File: src/rtl/checker_arb.sv
// rtl/checker_arb.sv - two-requester round-robin arbiter in front of a shared checker
// Optional grant counters gnt_cnt0/gnt_cnt1 are built only when CHK_ARB_GRANT_CNT_EN is defined.
module checker_arb #(
    parameter int RSP_WAIT = 1
) (
    input  logic        clk,
    input  logic        rst,
    input  logic        req0_valid,
    input  logic [9:0]  req0_x,
    output logic        req0_ready,
    input  logic        req1_valid,
    input  logic [9:0]  req1_x,
    output logic        req1_ready,
    output logic        rsp_valid,
    output logic        rsp_id,
    output logic [10:0] rsp_y,
    input  logic        rsp_ready,
    output logic [9:0]  chk_x,
    output logic        chk_key,
    output logic        chk_rst,
    input  logic [10:0] chk_y,
    input  logic        cfg_key_we,
    input  logic        cfg_key,
    input  logic        cfg_flush,
`ifdef CHK_ARB_GRANT_CNT_EN
    output logic [15:0] gnt_cnt0,
    output logic [15:0] gnt_cnt1,
`endif
    output logic        busy
);

    typedef enum logic [2:0] {
        S_INIT,
        S_IDLE,
        S_ISSUE,
        S_CAPTURE,
        S_RESP
    } state_t;

    localparam logic [2:0] WAIT_LAST = 3'(RSP_WAIT - 1);

    state_t      state;
    state_t      state_nxt;
    logic [2:0]  wait_cnt;
    logic [9:0]  x_lat;
    logic        owner;
    logic        rr_ptr;
    logic        shadow_key;
    logic        flush_pend;
    logic        flush_req;
    logic        gnt_any;
    logic        gnt_id;

    // Grant decision: a pending flush blocks grants; rr_ptr only breaks ties.
    always_comb begin
        flush_req = flush_pend | cfg_flush;
        gnt_id    = (req0_valid & req1_valid) ? rr_ptr : req1_valid;
        gnt_any   = 1'b0;
        if (!rst && state == S_IDLE && !flush_req && (req0_valid || req1_valid)) begin
            gnt_any = 1'b1;
        end
    end

    // Next-state logic and state-decoded outputs.
    always_comb begin
        state_nxt  = state;
        req0_ready = 1'b0;
        req1_ready = 1'b0;
        rsp_valid  = 1'b0;
        chk_x      = 10'd0;
        chk_rst    = 1'b0;
        busy       = 1'b1;
        case (state)
            S_INIT: begin
                chk_rst   = 1'b1;
                state_nxt = S_IDLE;
            end
            S_IDLE: begin
                busy = 1'b0;
                if (flush_req) begin
                    state_nxt = S_INIT;
                end else if (gnt_any) begin
                    req0_ready = ~gnt_id;
                    req1_ready = gnt_id;
                    state_nxt  = S_ISSUE;
                end
            end
            S_ISSUE: begin
                chk_x = x_lat;
                if (wait_cnt == WAIT_LAST) begin
                    state_nxt = S_CAPTURE;
                end
            end
            S_CAPTURE: begin
                chk_x     = x_lat;
                state_nxt = S_RESP;
            end
            S_RESP: begin
                rsp_valid = 1'b1;
                if (rsp_ready) begin
                    state_nxt = S_IDLE;
                end
            end
            default: begin
                state_nxt = S_INIT;
            end
        endcase
        if (rst) begin
            state_nxt  = S_INIT;
            req0_ready = 1'b0;
            req1_ready = 1'b0;
            rsp_valid  = 1'b0;
            chk_x      = 10'd0;
            chk_rst    = 1'b1;
            busy       = 1'b1;
        end
    end

    // State register; reset forces INIT through state_nxt.
    always_ff @(posedge clk) begin
        state <= state_nxt;
    end

    // Datapath: latched request, wait counter, key shadowing, flush latch, response capture.
    always_ff @(posedge clk) begin
        if (rst) begin
            wait_cnt   <= 3'd0;
            x_lat      <= 10'd0;
            owner      <= 1'b0;
            rr_ptr     <= 1'b0;
            shadow_key <= 1'b0;
            flush_pend <= 1'b0;
            chk_key    <= 1'b0;
            rsp_y      <= 11'd0;
            rsp_id     <= 1'b0;
        end else begin
            if (cfg_key_we) begin
                shadow_key <= cfg_key;
            end
            if (state == S_IDLE && flush_req) begin
                flush_pend <= 1'b0;
            end else if (cfg_flush) begin
                flush_pend <= 1'b1;
            end
            // Key moves only between transactions, so a checker run never sees it change.
            if (state == S_IDLE && !gnt_any) begin
                chk_key <= shadow_key;
            end
            if (gnt_any) begin
                x_lat    <= gnt_id ? req1_x : req0_x;
                owner    <= gnt_id;
                rr_ptr   <= ~gnt_id;
                wait_cnt <= 3'd0;
            end
            if (state == S_ISSUE) begin
                wait_cnt <= wait_cnt + 3'd1;
            end
            if (state == S_CAPTURE) begin
                rsp_y  <= chk_y;
                rsp_id <= owner;
            end
        end
    end

`ifdef CHK_ARB_GRANT_CNT_EN
    // Saturating per-requester grant counters.
    always_ff @(posedge clk) begin
        if (rst) begin
            gnt_cnt0 <= 16'd0;
            gnt_cnt1 <= 16'd0;
        end else if (gnt_any) begin
            if (!gnt_id && gnt_cnt0 != 16'hFFFF) begin
                gnt_cnt0 <= gnt_cnt0 + 16'd1;
            end
            if (gnt_id && gnt_cnt1 != 16'hFFFF) begin
                gnt_cnt1 <= gnt_cnt1 + 16'd1;
            end
        end
    end
`endif

endmodule

File: config.mk
export PLATFORM = sky130hd
export DESIGN_NAME = checker_arb
export DESIGN_NICKNAME = d
export VERILOG_FILES = /design/src/rtl/checker_arb.sv
export SDC_FILE = /design/constraint.sdc
export NUM_CORES = 1
export LEC_CHECK = 0
export ABC_CLOCK_PERIOD_IN_PS = 4000
export CAP_MARGIN = 20
export CORE_MARGIN = 4
export CORE_UTILIZATION = 45
export DETAILED_ROUTE_END_ITERATION = 16
export GPL_TIMING_DRIVEN = 0
export PLACE_DENSITY = 0.85
export SLEW_MARGIN = 20
export SYNTH_ARGS = -nofsm -noshare
export SYNTH_HDL_FRONTEND = slang
export SYNTH_SLANG_ARGS = --single-unit
File: constraint.sdc
create_clock -name clk -period 4 [get_ports clk]
set_clock_uncertainty 0.05 [all_clocks]
set_input_delay 0.8 -clock clk [delete_from_list [all_inputs] [get_ports clk]]
set_output_delay 0.8 -clock clk [all_outputs]
set_load 0.1 [all_outputs]
# --- After elaboration in Yosys (flattened, before gate mapping) ---
# Cells that the tools add are included.
# W data, S select, Z words.
word_totals:
  inputBits: 39
  regBits: 33
  word_cells: 62
op_classes:
  n_reduce_logical: 15
  bitwise_logic: 3
  n_eq_ne: 7
  n_addsub: 1
  muxes: 26
ops:
  columns: ["cell", "count"]
  rows:
  - ["$mux W10", 3]
  - ["$mux W3", 6]
  - ["$mux W1", 16]
  - ["$pmux W3 S5", 1]
  - ["$eq A3 B2 Y1 const B", 2]
  - ["$logic_not A3 Y1", 2]
  - ["$logic_and A1 B1 Y1", 5]
  - ["$ne A2 B2 Y1 const B", 2]
  - ["$reduce_or A2 Y1", 2]
  - ["$add A3 B1 Y3 const B", 1]
  - ["$eq A3 B1 Y1 const B", 1]
  - ["$eq A3 B3 Y1 const B", 1]
  - ["$logic_not A1 Y1", 3]
  - ["$ne A3 B3 Y1 const B", 1]
  - ["$reduce_and A3 Y1", 1]
  - ["$reduce_bool A2 Y1", 1]
  - ["$and A1 B1 Y1", 1]
  - ["$logic_or A1 B1 Y1", 1]
  - ["$not A1 Y1", 1]
  - ["$or A1 B1 Y1", 1]

# --- Longest topological paths before layout ---
# Gate-level depths: netlist (run 1).
depth:
  depth_word: 9
  mapped_depth: 6
  ltp_nobuf: 6

# --- Least setup slack after synthesis (run 1) ---
# Ideal clock, no wire load.
synth_path:
  path_type: "input -> output"
  startpoint: "in rst"
  endpoint: "out rsp_valid"
  stages: 2
  required_time_ps: 3150
  setup_slack_ps: -961
  t_arrival_ps: 4111
  cell_sequence: "clkbuf_1 -> nor4b_1"
synth_via:
  elab_chain_len: 1
synth_rtl:
  columns: ["element", "line", "source"]
  rows:
  - ["start: declaration", "7", "input logic rst,"]
  - ["$mux W1", "108", "if (rst) begin"]
  - ["end: declaration", "14", "output logic rsp_valid,"]
# No other way between the ends.

# --- Worst setup path in the final report (run 1) ---
layout_path:
  startpoint: "reg state[1]"
  endpoint: "out chk_x[6]"
layout_via:
  elab_chain_len: 4
layout_rtl:
  columns: ["element", "line", "source"]
  rows:
  - ["start: declaration", "42", "state_t state;"]
  - ["start signal: assignment", "121", "state <= state_nxt;"]
  - ["$eq A3 B2 Y1", "73", "case (state)"]
  - ["$reduce_or A2 Y1 (no line) (*)", null, null]
  - ["$mux W10 (*)", "73", null]
  - ["$mux W10 (*)", "108", null]
  - ["end: declaration", "18", "output logic [9:0] chk_x,"]
# Every way passes the cells marked *; elsewhere a longest branch is shown, timed or not.

==> metrics.yaml, run 1 <==
synth.largest_area_cell: "dfxtp_1"
period_share: 0.944
synthArstFlopShare: 0
synth_seq_area_share: 0.427
finalHoldViolCount: 0
syn_avg_cell_area_um2: 8.23
hold_slack_ns: 0.411
vias: 1541
start_util: 0.464
globalRouteOverflowTotal: 0
cp-end-kind: "output port"
grt_max_degree: 11
relSlewSlack: 0.332
clockRootBuffer: "clkbuf_4"
cp-start-kind: "register"
worstHoldPathType: "reg -> reg"
place.gp.congestion: 0.756
antenna_found_initial: 0
ir_drop_mv: 0.239
grt_pass1_vias: 1373
drive_gt1_frac: 0.0920
num_rows: 21
drt_wl_total_um: 3880
design_area_mm2: 0.00235
ys.warnings.count: 0
power.leakage_nw: 0.833
synth_cells: 188
synthFlopType: "dfxtp_1"
ys_top_cells_by_area: "dfxtp_1, nand2_1, a311oi_2, a21oi_1, and2_1"
gr-usage-all-layers: 0.186
status: "finished, final reports clean"
die_h_um: 66.6
synth.distinct_cells: 31
arrival_ns: 2.92
ioPinCount: 67
area_delta_synth_final_pct: 52.1
die_width_um: 66.6
synthesis.nets: 229
slew_violations: 0
yosysTopAreaCellShare: 0.427
final.min_clock_period_ns: 3.77
core_area_mm2: 0.00334
synth-seq-cells: 33
drc_errors: 0
worstMarginPinSlew_ns: 0.998
die-area_mm2: 0.00444
clock-sinks: 33
synth_edf_count: 0
viasPerCell: 5.02
final_nets: 301
wl_per_cell_um: 12.6
path_class: "reg -> out"
layout_common_cells: "clkdlybuf4s50_1, nand2_1, dfxtp_1"
first_pass_iters: 4
clkLatencyLatePin_ns: 0.34
setup_tns_ns: 0
power_density_mw_per_mm2: 322
cp_data_required_time_ns: 3.15
cts_hold_buf: 0
antenna_cells: 0
rsz0062_at_grt: "no"
fmax_mhz: 265
maxCapViolCount: 0
cts_made_buffers: 5
cp_max_fo: 10
cts_max_level: 2
final_common_cell: "clkdlybuf4s50_1"
final_antenna_net_count: 0
port_buffers: 65
hpwl_um: 2960
grt_pass1_wl_um: 6250
clkTransAtPathRegs_ns: 0.11
postCtsSetupBuffers: 0
first_iter_violations: 62
setup_viol: 0
clockBufferDepth: 2
syn-cell-area_mm2: 0.00155
cts_tree: "yes"
placed_area_mm2: 0.00226
[critical path, stage by stage, from the launching register on]
cell and delay, ns:
dfxtp_1 0.40, clkbuf_1 0.32, nor3b_2 0.52, and2_1 0.20
clkdlybuf4s50_1 1.15
[cells by family (layout without fill, tap and decap cells)]
logic type / after synthesis / after routing / synth area share
DFF: 33 / 33 / 0.427
buffers and inverters: 16 / 89 / 0.0461
and+or+nand+nor: 98 / 98 / 0.310
muxes: 1 / 1 / 0.00647
xor gates and xnor gates: 1 / 1 / 0.00566
adders and majority gates: 2 / 2 / 0.0162
AOI/OAI and AO/OA: 37 / 37 / 0.188
[synthesized netlist by cell type (2+ instances only)]
cell type	instances
and2_1	10
inv_1	3
buf_1	2
a21oi_1	19
o21ai_0	4
clkbuf_1	9
nand3b_1	2
nand2b_1	4
nor3_1	7
nand2_1	49
a311oi_1	2
ha_1	2
dfxtp_1	33
nor3b_1	3
a311oi_2	9
or3_1	2
nor2_1	14
[layer usage]
metal | global-route usage | share of wire
met3 | 0.0523 | 0.042
met5 | 0 | 0
met1 | 0.238 | 0.43
met2 | 0.286 | 0.50
met4 | 0.0888 | 0.025
[state kept, by name (all words and copies together) (netlist names)]
name and flops:
owner 1, x_lat 10, shadow_key 1, flush_pend 1
rr_ptr 1, rsp_y 11, state 3, wait_cnt 3
rsp_id 1, chk_key 1
[final timing paths]
path         startpoint  cells past startpoint        to  slack, ns
max            state[1]                      4  chk_x[6]       0.23
max reg2reg    state[1]                      5  x_lat[7]       2.24
min reg2reg    rsp_y[0]                      2  rsp_y[0]       0.41
min            rsp_y[0]                      2  rsp_y[0]       0.41
[where the power goes]
| group | leakage, nW | internal, mW | total (mW) | switching, mW |
|---|---|---|---|---|
| Sequential | 0.268 | 0.341 | 0.348 | 0.00660 |
| Combinational | 0.520 | 0.0646 | 0.149 | 0.0847 |
| Clock | 0.0455 | 0.149 | 0.261 | 0.112 |
[layout make-up]
class                   instances  area [um^2]
fillers                       287          983
multi-input cells             139          827
flip-flops and latches         33          661
repair buffers                 65          652
plain buffers                  13         60.1
well taps                      46         57.6
clock buffers                   7         55.1
clock inverters                 1         30.0
inverters                       3         11.3
[through the flow]
| step | utilization | instances | setup WS [ns] | power [mW] |
|---|---|---|---|---|
| 4_1_cts | 0.705 | 307 | 0.0295 | 0.765 |
| 6_report | 0.705 | 307 | 0.226 | 0.758 |
| 3_5_place_dp | 0.678 | 299 | -0.174 | 0.505 |
| 5_1_grt | 0.705 | 307 | 0.0227 | 0.794 |
| 2_1_floorplan | - | 188 | -0.842 | 0.445 |
| 3_3_place_gp | 0.678 | 299 | -0.118 | 0.502 |
[repair_timing]
action | in CTS | in global routing
endpoints found under the setup margin | 11 | 1
gates resized for setup | 2 | 1
cloned | 0 | 0
No activity file was read; power rests on OpenSTA's default activity.
==> run 2, diff against run 1 <==
Settings changed: ABC_AREA set to 1.
==> run 2 against run 1 <==
Global-route usage increased by 1.6 points. Wire length rose by 2.6%. Sequential cell count unchanged. Maximum frequency shrank 1.8%. Setup slack got worse by 0.068 ns. First-iteration DRC count fell by 29%. Critical path type is now in -> out. Critical endpoint is now req1_ready.
==> metrics.yaml, run 2 <==
status: "finished, final reports clean"
maxCapViolCount: 0
globalRouteOverflowTotal: 0
clock-sinks: 33
clockRootBuffer: "clkbuf_4"
worstHoldPathType: "reg -> reg"
path_class: "in -> out"
p_int_uw: 462
placed_area_mm2: 0.00223
rr_startpoint: "state[1]"
vias: 1588
final.min_clock_period_ns: 3.84
design_area_mm2: 0.00229
gr-usage-all-layers: 0.202
period_share: 0.961
relSlewSlack: 0.329
largest_reg_flops: 11
cp_max_fo: 7
cp_data_required_time_ns: 3.15
min-delay-start: "x_lat[9]"
num_rows: 20
antenna_cells: 0
drt_wl_total_um: 3980
regToRegSetupSlack_ns: 2.56
clkTransAtPathRegs_ns: 0.10
ioPinCount: 67
final_nets: 338
yosysMostFrequentCell: "nand2_1"
synth.distinct_cells: 22
utilization: 0.725
fmax_mhz: 260
regArea_um2: 661
hold_depth: 2
clkLatencyLatePin_ns: 0.34
r2r-end: "rsp_y[3]"
p_seq_frac: 0.523
crit_path_cell_trace: "clkdlybuf4s50_1, nor2_1, nor2_2, nand3_4, nor2_2, clkdlybuf4s50_1"
fin_cells: 342
rsz0062_at_grt: "no"
setup_viol: 0
viasPerCell: 4.64
worstRegToRegCells: 6
min_to: "x_lat[9]"
synth.largest_area_cell: "dfxtp_1"
synthArstFlopShare: 0
synth_seq_area_share: 0.434
finalHoldViolCount: 0
multi_input_area_um2: 748
syn-cell-area_mm2: 0.00152
yosysTopAreaCellShare: 0.434
wl_per_cell_um: 11.6
cp-end-kind: "output port"
synthFlopType: "dfxtp_1"
worstMarginPinSlew_ns: 1.00
max_stage_delay_ns: 1.17
syn_avg_cell_area_um2: 6.76
cts_hold_buf: 0
slowest_stage: "clkdlybuf4s50_1"
drc_errors: 0
drive_gt1_frac: 0.0738
synthesis.nets: 266
power_density_mw_per_mm2: 287
top_regs: "rsp_y (11), x_lat (10)"
start_util: 0.483
cts_max_level: 2
synth_cells: 225
postCtsSetupBuffers: 0
setup_tns_ns: 0
synth_common_cells: "nand2_1, nor2_1, dfxtp_1"
die_width_um: 66.1
synth_edf_count: 0
final_common_cell: "nand2_1"
ys.warnings.count: 0
cp-start-kind: "primary input"
power.leakage_nw: 0.946
layout_common_cells: "nand2_1, clkdlybuf4s50_1, nor2_1"
grt_pass1_wl_um: 6700
pwr-share-clk: 0.270
grt_max_degree: 11
first_pass_iters: 4
placedCellCount: 334
place.gp.congestion: 0.767
cts_tree: "yes"
antenna_found_initial: 0
power_uw: 657
cts_made_buffers: 5
die-area_mm2: 0.00438
slew_violations: 0
final_antenna_net_count: 0
cts.repair.resized: 0
fillers: 278
ir_drop_mv: 0.282
synth-seq-cells: 33
switchingPower_uw: 195
grt_pass1_vias: 1546
clockBufferDepth: 2
die_h_um: 66.1
arrival_ns: 2.99
first_iter_violations: 44
ys_top_cells_by_area: "dfxtp_1, nand2_1, nor2_1, o21ai_0, a21oi_1"
p_comb_frac: 0.207
area_delta_synth_final_pct: 50.3
port_buffers: 65
regMostFlops: "rsp_y"
swShare: 0.297
core_area_mm2: 0.00315
hpwl_um: 2990
-- run 2: power groups by stage --
stage	Clock, mW	Sequential [mW]	Combinational [mW]
after detailed placement	0	0.351	0.137
after global placement	0	0.351	0.136
after floorplan	0	0.372	0.0586
after CTS	0.183	0.344	0.138
final	0.177	0.344	0.136
after global routing	0.198	0.345	0.149
-- run 2: area by class of cell --
cell class / instances / area share
multi-input combinational: 168 / 0.327
clock inverter: 2 / 0.00438
timing repair buffer: 65 / 0.286
inverter: 13 / 0.0213
buffer: 11 / 0.0306
tap: 44 / 0.0241
sequential: 33 / 0.289
clock buffer: 6 / 0.0181
-- run 2: routing by layer --
metal  wire length (um)  global-route usage
met4                 90              0.0914
met5                  0                   0
met2               1940               0.344
met1               1720               0.236
met3                227              0.0510
-- run 2: per-stage QoR --
| stage | setup WS, ns | hold slack, ns |
|---|---|---|
| floorplan | 0.554 | 0.391 |
| global placement | 0.0430 | 0.401 |
| detailed placement | 0.0500 | 0.405 |
| CTS | 0.0221 | 0.419 |
| global route | 0.0213 | 0.441 |
| finish | 0.157 | 0.418 |
-- run 2: kinds of logic after synthesis --
family,count (synthesis),synth area share
compound gates,32,0.106
fa+ha+maj,2,0.0164
buf+inv,24,0.0781
flops,33,0.434
simple gates,134,0.365
-- run 2: critical path: cells and delay by family --
| family | cells | cell delay, ns |
|---|---|---|
| buffers and inverters | 2 | 1.65 |
| AND/OR/NAND/NOR | 4 | 0.54 |
-- run 2: worst max-delay path by stage --
stage	startpoint	endpoint	slack [ns]	cells after the start
after floorplan	rst	chk_x[1]	0.55	5
after global placement	req0_valid	req0_ready	0.04	6
after detailed placement	req0_valid	req0_ready	0.05	6
after CTS	req0_valid	req0_ready	0.02	6
after global routing	req1_valid	req1_ready	0.02	6
final	req1_valid	req1_ready	0.16	6
==> run 3, diff against run 2 <==
Settings changed: ABC_CLOCK_PERIOD_IN_PS 4000 to not set.
==> results of run 3 <==
Final layout, timing and power as in run 2 (identical DEF).
